`src/rtl/mcp_adc_scanner.sv`:
```
// Multi-channel MCP3x08-style SPI ADC scanner with optional per-channel averaging.
// Optional hysteresis alarm on delivered samples is built when ADC_ALARM_EN is defined.
module mcp_adc_scanner #(
    parameter int CLK_DIV  = 4,
    parameter int NUM_CH   = 8,
    parameter int ADC_BITS = 10,
    parameter int AVG_LOG2 = 0,
    parameter int CS_HIGH  = 8
) (
    input  logic                clk,
    input  logic                rst,
    input  logic                start,
    input  logic                cont,
    input  logic [7:0]          ch_mask,
    output logic                cs,
    output logic                sclk,
    output logic                din,
    input  logic                dout,
    output logic                busy,
    output logic                sample_valid,
    output logic [2:0]          sample_ch,
    output logic [ADC_BITS-1:0] sample_data,
    output logic                alarm,
    input  logic [ADC_BITS-1:0] thr_hi,
    input  logic [ADC_BITS-1:0] thr_lo
);

    localparam int FRAME   = 6 + ADC_BITS;
    localparam int ACC_W   = ADC_BITS + AVG_LOG2;
    localparam int CNT_MAX = (CLK_DIV > CS_HIGH) ? CLK_DIV : CS_HIGH;
    localparam int CNT_W   = $clog2(CNT_MAX + 1);
    localparam int CONV_W  = AVG_LOG2 + 1;

    localparam logic [7:0]        EN_MASK    = 8'((9'd1 << NUM_CH) - 9'd1);
    localparam logic [CNT_W-1:0]  DIV_LAST   = CNT_W'(CLK_DIV - 1);
    localparam logic [CNT_W-1:0]  GAP_LAST   = CNT_W'(CS_HIGH - 1);
    localparam logic [4:0]        FRAME_LAST = 5'(FRAME);
    localparam logic [CONV_W-1:0] CONV_LAST  = CONV_W'((1 << AVG_LOG2) - 1);

    typedef enum logic [2:0] {
        S_IDLE, S_CS_SETUP, S_SHIFT, S_CS_HOLD, S_ACCUM, S_GAP
    } state_t;

    state_t              state_q, state_d;
    logic [CNT_W-1:0]    div_q, div_d;
    logic [4:0]          bit_q, bit_d;
    logic [2:0]          ch_q, ch_d;
    logic [7:0]          mask_q, mask_d;
    logic [ADC_BITS-1:0] shreg_q, shreg_d;
    logic [ACC_W-1:0]    acc_q, acc_d;
    logic [CONV_W-1:0]   conv_q, conv_d;
    logic                cs_q, cs_d;
    logic                sclk_q, sclk_d;
    logic                din_q, din_d;
    logic                busy_q, busy_d;
    logic                valid_q, valid_d;
    logic [2:0]          sample_ch_q, sample_ch_d;
    logic [ADC_BITS-1:0] sample_data_q, sample_data_d;

    // Index of the lowest set bit at or above 'from'; 8 means none.
    function automatic logic [3:0] lowest_from(input logic [7:0] m, input logic [3:0] from);
        logic [3:0] r;
        r = 4'd8;
        for (int i = 7; i >= 0; i--) begin
            if (m[i] && (4'(i) >= from)) r = 4'(i);
        end
        return r;
    endfunction

    logic [7:0]       new_mask;
    logic [3:0]       new_first;
    logic [3:0]       next_in_scan;
    logic [4:0]       cmd_shl;
    logic [ACC_W-1:0] acc_sum;
    logic [ACC_W-1:0] avg;

    always_comb begin
        new_mask     = ch_mask & EN_MASK;
        new_first    = lowest_from(new_mask, 4'd0);
        next_in_scan = lowest_from(mask_q, {1'b0, ch_q} + 4'd1);
        // Command is start, SGL, D2..D0; shifting by the edge count yields the next bit.
        cmd_shl      = {2'b11, ch_q} << bit_q;
        acc_sum      = acc_q + ACC_W'(shreg_q);
        avg          = acc_sum >> AVG_LOG2;
    end

    always_comb begin
        logic launch;
        launch        = 1'b0;
        state_d       = state_q;
        div_d         = div_q;
        bit_d         = bit_q;
        ch_d          = ch_q;
        mask_d        = mask_q;
        shreg_d       = shreg_q;
        acc_d         = acc_q;
        conv_d        = conv_q;
        cs_d          = cs_q;
        sclk_d        = sclk_q;
        din_d         = din_q;
        busy_d        = busy_q;
        valid_d       = 1'b0;
        sample_ch_d   = sample_ch_q;
        sample_data_d = sample_data_q;

        case (state_q)
            S_IDLE: begin
                if (start && (new_mask != 8'd0)) begin
                    mask_d = new_mask;
                    ch_d   = new_first[2:0];
                    busy_d = 1'b1;
                    acc_d  = '0;
                    conv_d = '0;
                    launch = 1'b1;
                end
            end
            S_CS_SETUP: begin
                if (div_q == DIV_LAST) begin
                    state_d = S_SHIFT;
                    sclk_d  = 1'b1;
                    bit_d   = 5'd1;
                    div_d   = '0;
                end else begin
                    div_d = div_q + 1'b1;
                end
            end
            S_SHIFT: begin
                if (div_q == DIV_LAST) begin
                    div_d = '0;
                    if (sclk_q) begin
                        sclk_d = 1'b0;
                        if (bit_q == FRAME_LAST) begin
                            state_d = S_CS_HOLD;
                            din_d   = 1'b0;
                        end else begin
                            din_d = cmd_shl[4];
                        end
                    end else begin
                        sclk_d = 1'b1;
                        bit_d  = bit_q + 5'd1;
                        // Rising edges 7 and later carry conversion bits, MSB first.
                        if (bit_q >= 5'd6) shreg_d = {shreg_q[ADC_BITS-2:0], dout};
                    end
                end else begin
                    div_d = div_q + 1'b1;
                end
            end
            S_CS_HOLD: begin
                if (div_q == DIV_LAST) begin
                    cs_d    = 1'b1;
                    state_d = S_ACCUM;
                    div_d   = '0;
                end else begin
                    div_d = div_q + 1'b1;
                end
            end
            S_ACCUM: begin
                if (conv_q == CONV_LAST) begin
                    sample_data_d = avg[ADC_BITS-1:0];
                    sample_ch_d   = ch_q;
                    valid_d       = 1'b1;
                    acc_d         = '0;
                    conv_d        = '0;
                end else begin
                    acc_d  = acc_sum;
                    conv_d = conv_q + 1'b1;
                end
                state_d = S_GAP;
                div_d   = '0;
            end
            S_GAP: begin
                if (div_q == GAP_LAST) begin
                    div_d = '0;
                    if (conv_q != '0) begin
                        launch = 1'b1;
                    end else if (next_in_scan != 4'd8) begin
                        ch_d   = next_in_scan[2:0];
                        launch = 1'b1;
                    end else if (cont && (new_mask != 8'd0)) begin
                        mask_d = new_mask;
                        ch_d   = new_first[2:0];
                        launch = 1'b1;
                    end else begin
                        state_d = S_IDLE;
                        busy_d  = 1'b0;
                    end
                end else begin
                    div_d = div_q + 1'b1;
                end
            end
            default: state_d = S_IDLE;
        endcase

        if (launch) begin
            state_d = S_CS_SETUP;
            cs_d    = 1'b0;
            sclk_d  = 1'b0;
            din_d   = 1'b1;
            div_d   = '0;
            bit_d   = '0;
        end
    end

    always_ff @(posedge clk) begin
        if (rst) begin
            state_q       <= S_IDLE;
            div_q         <= '0;
            bit_q         <= '0;
            ch_q          <= '0;
            mask_q        <= '0;
            shreg_q       <= '0;
            acc_q         <= '0;
            conv_q        <= '0;
            cs_q          <= 1'b1;
            sclk_q        <= 1'b0;
            din_q         <= 1'b0;
            busy_q        <= 1'b0;
            valid_q       <= 1'b0;
            sample_ch_q   <= '0;
            sample_data_q <= '0;
        end else begin
            state_q       <= state_d;
            div_q         <= div_d;
            bit_q         <= bit_d;
            ch_q          <= ch_d;
            mask_q        <= mask_d;
            shreg_q       <= shreg_d;
            acc_q         <= acc_d;
            conv_q        <= conv_d;
            cs_q          <= cs_d;
            sclk_q        <= sclk_d;
            din_q         <= din_d;
            busy_q        <= busy_d;
            valid_q       <= valid_d;
            sample_ch_q   <= sample_ch_d;
            sample_data_q <= sample_data_d;
        end
    end

    assign cs           = cs_q;
    assign sclk         = sclk_q;
    assign din          = din_q;
    assign busy         = busy_q;
    assign sample_valid = valid_q;
    assign sample_ch    = sample_ch_q;
    assign sample_data  = sample_data_q;

`ifdef ADC_ALARM_EN
    logic alarm_q, alarm_d;

    // Hysteresis: set at or above thr_hi, clear at or below thr_lo, else hold.
    always_comb begin
        alarm_d = alarm_q;
        if (valid_q) begin
            if (sample_data_q >= thr_hi)      alarm_d = 1'b1;
            else if (sample_data_q <= thr_lo) alarm_d = 1'b0;
        end
    end

    always_ff @(posedge clk) begin
        if (rst) alarm_q <= 1'b0;
        else     alarm_q <= alarm_d;
    end

    assign alarm = alarm_q;
`else
    logic unused_thr;
    assign unused_thr = ^{thr_hi, thr_lo};
    assign alarm      = 1'b0;
`endif

endmodule

```
`config.mk`:
```
export PLATFORM = sky130hd
export DESIGN_NAME = mcp_adc_scanner
export DESIGN_NICKNAME = d
export VERILOG_FILES = /design/src/rtl/mcp_adc_scanner.sv
export SDC_FILE = /design/constraint.sdc
export NUM_CORES = 1
export LEC_CHECK = 0
export ABC_AREA = 0
export BUFFER_PORTS_ARGS = -buffer_cell sky130_fd_sc_hd__buf_2
export CAP_MARGIN = 20
export CORE_MARGIN = 2
export CORE_UTILIZATION = 55
export DETAILED_ROUTE_END_ITERATION = 10
export PLACE_DENSITY_LB_ADDON = 0.15
export SLEW_MARGIN = 25
export SYNTH_ARGS = -nofsm -noshare
export SYNTH_HDL_FRONTEND = slang
export SYNTH_SLANG_ARGS = --single-unit
```
`constraint.sdc`:
```
create_clock -name clk -period 3.8 [get_ports clk]
set_input_delay 0.19 -clock clk [delete_from_list [all_inputs] [get_ports clk]]
set_output_delay 0.19 -clock clk [all_outputs]
set_load 0.02 [all_outputs]
```
# --- After elaboration in Yosys (flattened, before gate mapping) ---
# Cells that the tools add are included.
totals:
  register_bits: 62
  latch_bits: 0
  mem_bits_rw: 0
  romBits: 0
  inputBits: 33
  elab_cells: 178
  memories: 0
op_classes:
  add_sub_neg: 5
  mul: 0
  n_div: 0
  order_cmp: 9
  n_eq_ne: 32
  shifts: 1
  muxes: 76
  bitwise_logic: 4
  n_reduce_logical: 35
ops:
  columns: ["op", "count"]
  rows:
  - ["$mux W3", 22]
  - ["$mux W4", 10]
  - ["$mux W8", 5]
  - ["$ne A3 B3 Y1 const B", 10]
  - ["$ne A2 B2 Y1 const B", 13]
  - ["$mux W1", 24]
  - ["$mux W10", 2]
  - ["$pmux W10 S2", 1]
  - ["$reduce_and A10 Y1", 2]
  - ["$pmux W3 S6", 1]
  - ["$ge A3 B4 Y1 const A", 4]
  - ["$pmux W8 S2", 1]
  - ["$mux W5", 3]
  - ["$reduce_bool A2 Y1", 7]
  - ["$pmux W4 S3", 1]
  - ["$reduce_and A6 Y1", 2]
  - ["$add A10 B10 Y10", 1]
  - ["$logic_and A1 B1 Y1", 10]
  - ["$pmux W5 S2", 1]
  - ["$ge A1 B4 Y1 const A", 2]
  - ["$ge A2 B4 Y1 const A", 2]
  - ["$pmux W1 S2", 4]
  - ["$reduce_and A4 Y1", 2]
  - ["$reduce_bool A8 Y1", 1]
  - ["22 further kinds", 31]

# --- Depth between registers and ports, before layout ---
depth:
  depth_word: 18
  ltp_mapped: 9
  ltp_nobuf: 8

# --- Worst setup path before layout ---
# Ideal clock, no wire load.
synth_path:
  path_kind: "register -> register"
  start: "register ch_q[0]"
  end: "register mask_q[0]"
  arrival_ps: 2508
  path_slack_ps: 1165
  stages_incl_launch_ff: 9
  n_path_buf: 0
  period_less_slack_ps: 2635
  cell_sequence: "dfxtp_1 inv_1 ha_1 a22o_1 a211oi_1 o2111ai_2 o41ai_4 mux2i_1 nor2_1"
synth_between:
  elab_chain_cells: 14
  word_cells_on_any_way: 28
  cone_classes: "1 x add/sub; 8 x order compare; 2 x eq/ne; 8 x mux; 9 x reduce/logical"
synth_rtl:
  columns: ["element", "line_no", "source"]
  rows:
  - ["start: declaration", "47", "logic [2:0] ch_q, ch_d;"]
  - ["start signal: assignment", "225", "ch_q <= ch_d;"]
  - ["$add A3 B1 Y4 (*)", "80", "next_in_scan = lowest_from(mask_q, {1'b0, ch_q} + 4'd1);"]
  - ["$ge A3 B4 Y1", "65", "if (m[i] && (4'(i) >= from)) r = 4'(i);"]
  - ["$logic_and A1 B1 Y1", "65", null]
  - ["$mux W4 (7 in a row)", "65", null]
  - ["$mux W4 (*)", "65", null]
  - ["$ne A4 B4 Y1 (*)", "176", "end else if (next_in_scan != 4'd8) begin"]
  - ["$ne A2 B2 Y1 (no line) (*)", null, null]
  - ["$reduce_and A6 Y1 (no line) (*)", null, null]
  - ["end signal: assignment", "226", "mask_q <= mask_d;"]
  - ["end: declaration", "48", "logic [7:0] mask_q, mask_d;"]
# Every way passes the cells marked *; elsewhere a longest branch is shown, timed or not.
# A chain may end at the register's enable or synchronous reset.

# --- Worst setup path in the final report ---
layout_path:
  start: "register ch_q[0]"
  end: "register bit_q[3]"
layout_between:
  elab_chain_cells: 17
  word_cells_on_any_way: 31
  cone_classes: "1 x add/sub; 8 x order compare; 1 x eq/ne; 12 x mux; 9 x reduce/logical"
layout_rtl:
  columns: ["element", "line_no", "source"]
  rows:
  - ["$add A3 B1 Y4 (*)", "80", null]
  - ["$ge A3 B4 Y1", "65", null]
  - ["$logic_and A1 B1 Y1", "65", null]
  - ["$mux W4 (7 in a row)", "65", null]
  - ["$mux W4 (*)", "65", null]
  - ["$ne A4 B4 Y1 (*)", "176", null]
  - ["$mux W1 (*)", "176", null]
  - ["$mux W1 (*)", "174", "if (conv_q != '0) begin"]
  - ["$mux W1 (*)", "172", "if (div_q == GAP_LAST) begin"]
  - ["$pmux W1 S2 (*)", "106", "case (state_q)"]
  - ["$reduce_or A2 Y1 (no line) (*)", null, null]
  - ["end signal: assignment", "224", "bit_q <= bit_d;"]
  - ["end: declaration", "46", "logic [4:0] bit_q, bit_d;"]
# Marked as above.

==> summary.md <==
| Metric | Value |
|---|---|
| CP Data Required Time | `around 4000 ps` |
| Hold buffers post-CTS | `0` |
| Vias in the first global route | `2042` |
| Period minus WS final | `3080 ps` |
| Number of diodes | `0` |
| TritonCTS Sinks | `51` |
| Synth Instances | `315` |
| Kind of cell adding the most delay to the critical path | `compound AO/OA/AOI/OAI gates` |
| Postcts setup bufs | `0` |
| Clk slew on worst S/H paths | `110 ps` |
| CP peak stage delay | `470 ps` |
| Most frequently used flop master after synthesis | `dfxtp_1` |
| Number of vias per cell | `5.80` |
| Initial antenna violation count | `0` |
| Worst path slowest cell | `dfxtp_1` |
| Port bufs | `30` |
| Die width | `slightly above 70 um` |
| P per Cell Area | `373 mW/mm2` |
| Hold WS | `128 ps` |
| Total global-route track usage | `22.2%` |
| Row cnt | `24` |
| Syn. warnings | `0` |
| Hold Crit Class | `input port to flip-flop` |
| Longest Clk Path Bufs | `2` |
| Setup Viol. Count Final | `0` |
| Share of cells above drive strength 1 | `13.6%` |
| Critical Path Sink | `bit_q[3]` |
| DR iter-0 viols | `180` |
| Crit path kind | `flip-flop to flip-flop` |
| Routed len/inst | `14.3 um` |
| Buf/Inv on CP | `2` |
| Slew @ Worst Pin | `784 ps` |
| Crit-path cells | `inv_1 -> ha_1 -> a22o_1 -> a211oi_1 -> o2111ai_2 -> a21oi_1 -> buf_4 -> nand2_1 -> a311oi_1` |
| CP endpoint kind | `flip-flop` |
| Commonest non-fill, non-tap cell in the layout | `dfxtp_1` |
| Worst-Skew Late Latency | `310 ps` |
| Cell Area, Placed | `0.00275 mm2` |
| Final WL | `5560 um` |
| Reg2reg start | `ch_q[0]` |
| CP max FO | `10` |
| Die Span Y | `72.6 um` |
| CP Depth | `9` |
| Post-synth EDFFs | `0` |
| Synthesized flop and latch total | `51` |
| Worst clock skew | `15.1 ps` |
| FF-to-FF End | `bit_q[3]` |
| Critical Path AT | `about 3300 ps` |
| Reg2Reg Setup Slack | `720 ps` |
| Max Cap Viol | `0` |
| Pre-antenna DRT Iters | `5` |
| Relative slew margins | `47.7%` |
| Post-synthesis sequential area ratio | `39.4%` |
| Synth cell types | `52` |
| Mapped Avg Cell Area | `8.23 um2` |
| Syn_nets | `356` |
| Crit. Startpoint | `ch_q[0]` |
| Core Area | `around 0.0044 mm2` |
| Final slew viol count | `0` |
| Global-route wire length before repair | `9360 um` |
| Remaining antenna violation count | `0` |
| Syn Std Cell Area | `approximately 0.0026 mm2` |
| Post-CTS Resized | `0` |
| CTS root buf | `clkbuf_8` |
| Routed vias | `approximately 2.3k` |
| Utilization after layout | `64.6%` |
| Pleak | `approximately 1.2 nW` |
| Inst Count DP | `between 300 and 400` |
| CTS H-tree lvls | `2` |
| RSZ-0062 raised after global routing | `false` |
| Highest-count cells in the layout ignoring fill and taps | `51 x dfxtp_1, 47 x nand2_1, 32 x nor2_1, 32 x a21oi_1, 30 x buf_2` |
| Area growth syn-to-layout | `10.7%` |
| Fmax | `approximately 320 MHz` |
| TritonCTS clock tree | `built` |
| Worst VDD drop | `0.229 mV` |
| Final hold vios | `0` |
| Die footprint | `0.00528 mm2` |
| Clock buffer count from CTS | `5` |
| DRC viols | `0` |
| Setup TNS | `0 ps` |
| Largest net degree at the start of global routing | `41` |
| RD Place Congestion | `0.837` |
| Reg2Reg Depth | `9` |
| Initial Utilization | `58.3%` |
| Final period util | `81.0%` |
| Fin nets | `377` |
| Io pins | `52` |
| Final instance area | `0.00287 mm2` |
| DP Wirelength | `3810 um` |
| Status | `complete, no violations` |
| GR Overflow Total | `0` |
| FFs w/ async S/R, synth | `0%` |
| Startpoint Class | `flip-flop` |
| Post-Layout Cell Count | `389` |
synthesized netlist by cell type (2+ instances only):
| cell | count | area, um2 |
|---|---|---|
| buf_2 | 2 | 10.0 |
| o31ai_1 | 2 | 15.0 |
| nand2_1 | 47 | 176 |
| dfxtp_1 | 51 | 1020 |
| a31oi_1 | 2 | 12.5 |
| nor3_1 | 7 | 35.0 |
| xnor2_1 | 2 | 17.5 |
| a2111oi_0 | 2 | 17.5 |
| o21ai_0 | 7 | 35.0 |
| o21a_1 | 3 | 22.5 |
| a41oi_1 | 2 | 17.5 |
| nor2b_1 | 5 | 31.3 |
| mux2i_1 | 20 | 200 |
| nor2_1 | 32 | 120 |
| xor2_1 | 3 | 26.3 |
| clkbuf_1 | 12 | 45.0 |
| o21bai_1 | 2 | 15.0 |
| nand2b_1 | 4 | 25.0 |
| nor4_1 | 4 | 25.0 |
| ha_1 | 8 | 100 |
| nand4_1 | 3 | 18.8 |
| a311oi_1 | 3 | 26.3 |
| and2_1 | 2 | 12.5 |
| inv_1 | 11 | 41.3 |
| nand3_1 | 11 | 55.1 |
| o211ai_1 | 2 | 15.0 |
| o22ai_1 | 4 | 25.0 |
| a21oi_1 | 32 | 160 |
| buf_4 | 2 | 15.0 |
| a211oi_1 | 6 | 45.0 |
final cells by class:
class                      count  area [um2]
inverter                      11        41.3
sequential                    51        1020
timing repair buffer          31         158
tap                           52        65.1
clock inverter                 3        46.3
multi-input combinational    236        1470
clock buffer                   5        68.8
fill                         407        1580
cell families (layout without fill, tap and decap cells):
group,after synthesis,in the layout,synth area share (%)
AND/OR/NAND/NOR,122,122,21.1
AO/OA/AOI/OAI,79,79,21.0
flip-flops,51,51,39.4
buffers and inverters,28,50,4.44
multiplexers,20,20,7.73
adder cells (fa/ha/maj),8,8,3.86
XOR/XNOR,6,6,2.32
other,1,1,0.145
sequential cells by signal, summed over array words and instances, names as in the netlist:
signal	count
bit_q	5
busy	1
ch_q	3
cs	1
din	1
div_q	4
mask_q	8
sample_ch	3
sample_data	10
sample_valid	1
sclk	1
shreg_q	10
state_q	3
power breakdown:
group          switching [mW]  internal [mW]
registers              0.0150          0.547
clock network           0.198          0.199
logic                  0.0683         0.0445
metrics by stage:
stage / power (mW) / setup slack (ps)
after detailed placement: 0.686 / 762
after CTS: 1.08 / 683
after global placement: 0.683 / 829
final: 1.07 / 721
after floorplan: 0.654 / 1160
after global routing: 1.11 / 422
tightest hold or removal path, stage by stage:
cell     delay [ps]
buf_2            70
mux2i_1          50
nor2_1           80
worst min path at each step:
stage / slack, ps / startpoint / cells after the start / to
after floorplan: 330 / dout / 2 / shreg_q[0]
after global placement: 420 / dout / 3 / shreg_q[0]
after detailed placement: 440 / dout / 3 / shreg_q[0]
after CTS: 130 / dout / 3 / shreg_q[0]
after global routing: 160 / ch_mask[4] / 3 / mask_q[4]
final: 130 / dout / 3 / shreg_q[0]
layer usage:
layer  track usage [%]  vias to the layer above  routed length (um)
li1                  -                     1153                   -
met1              29.2                     1054                2680
met2              36.8                       46                2590
met3              5.25                        5                 230
met4              5.97                        0                  54
met5                 0                        -                   0
No activity file was read; power rests on OpenSTA's default activity.
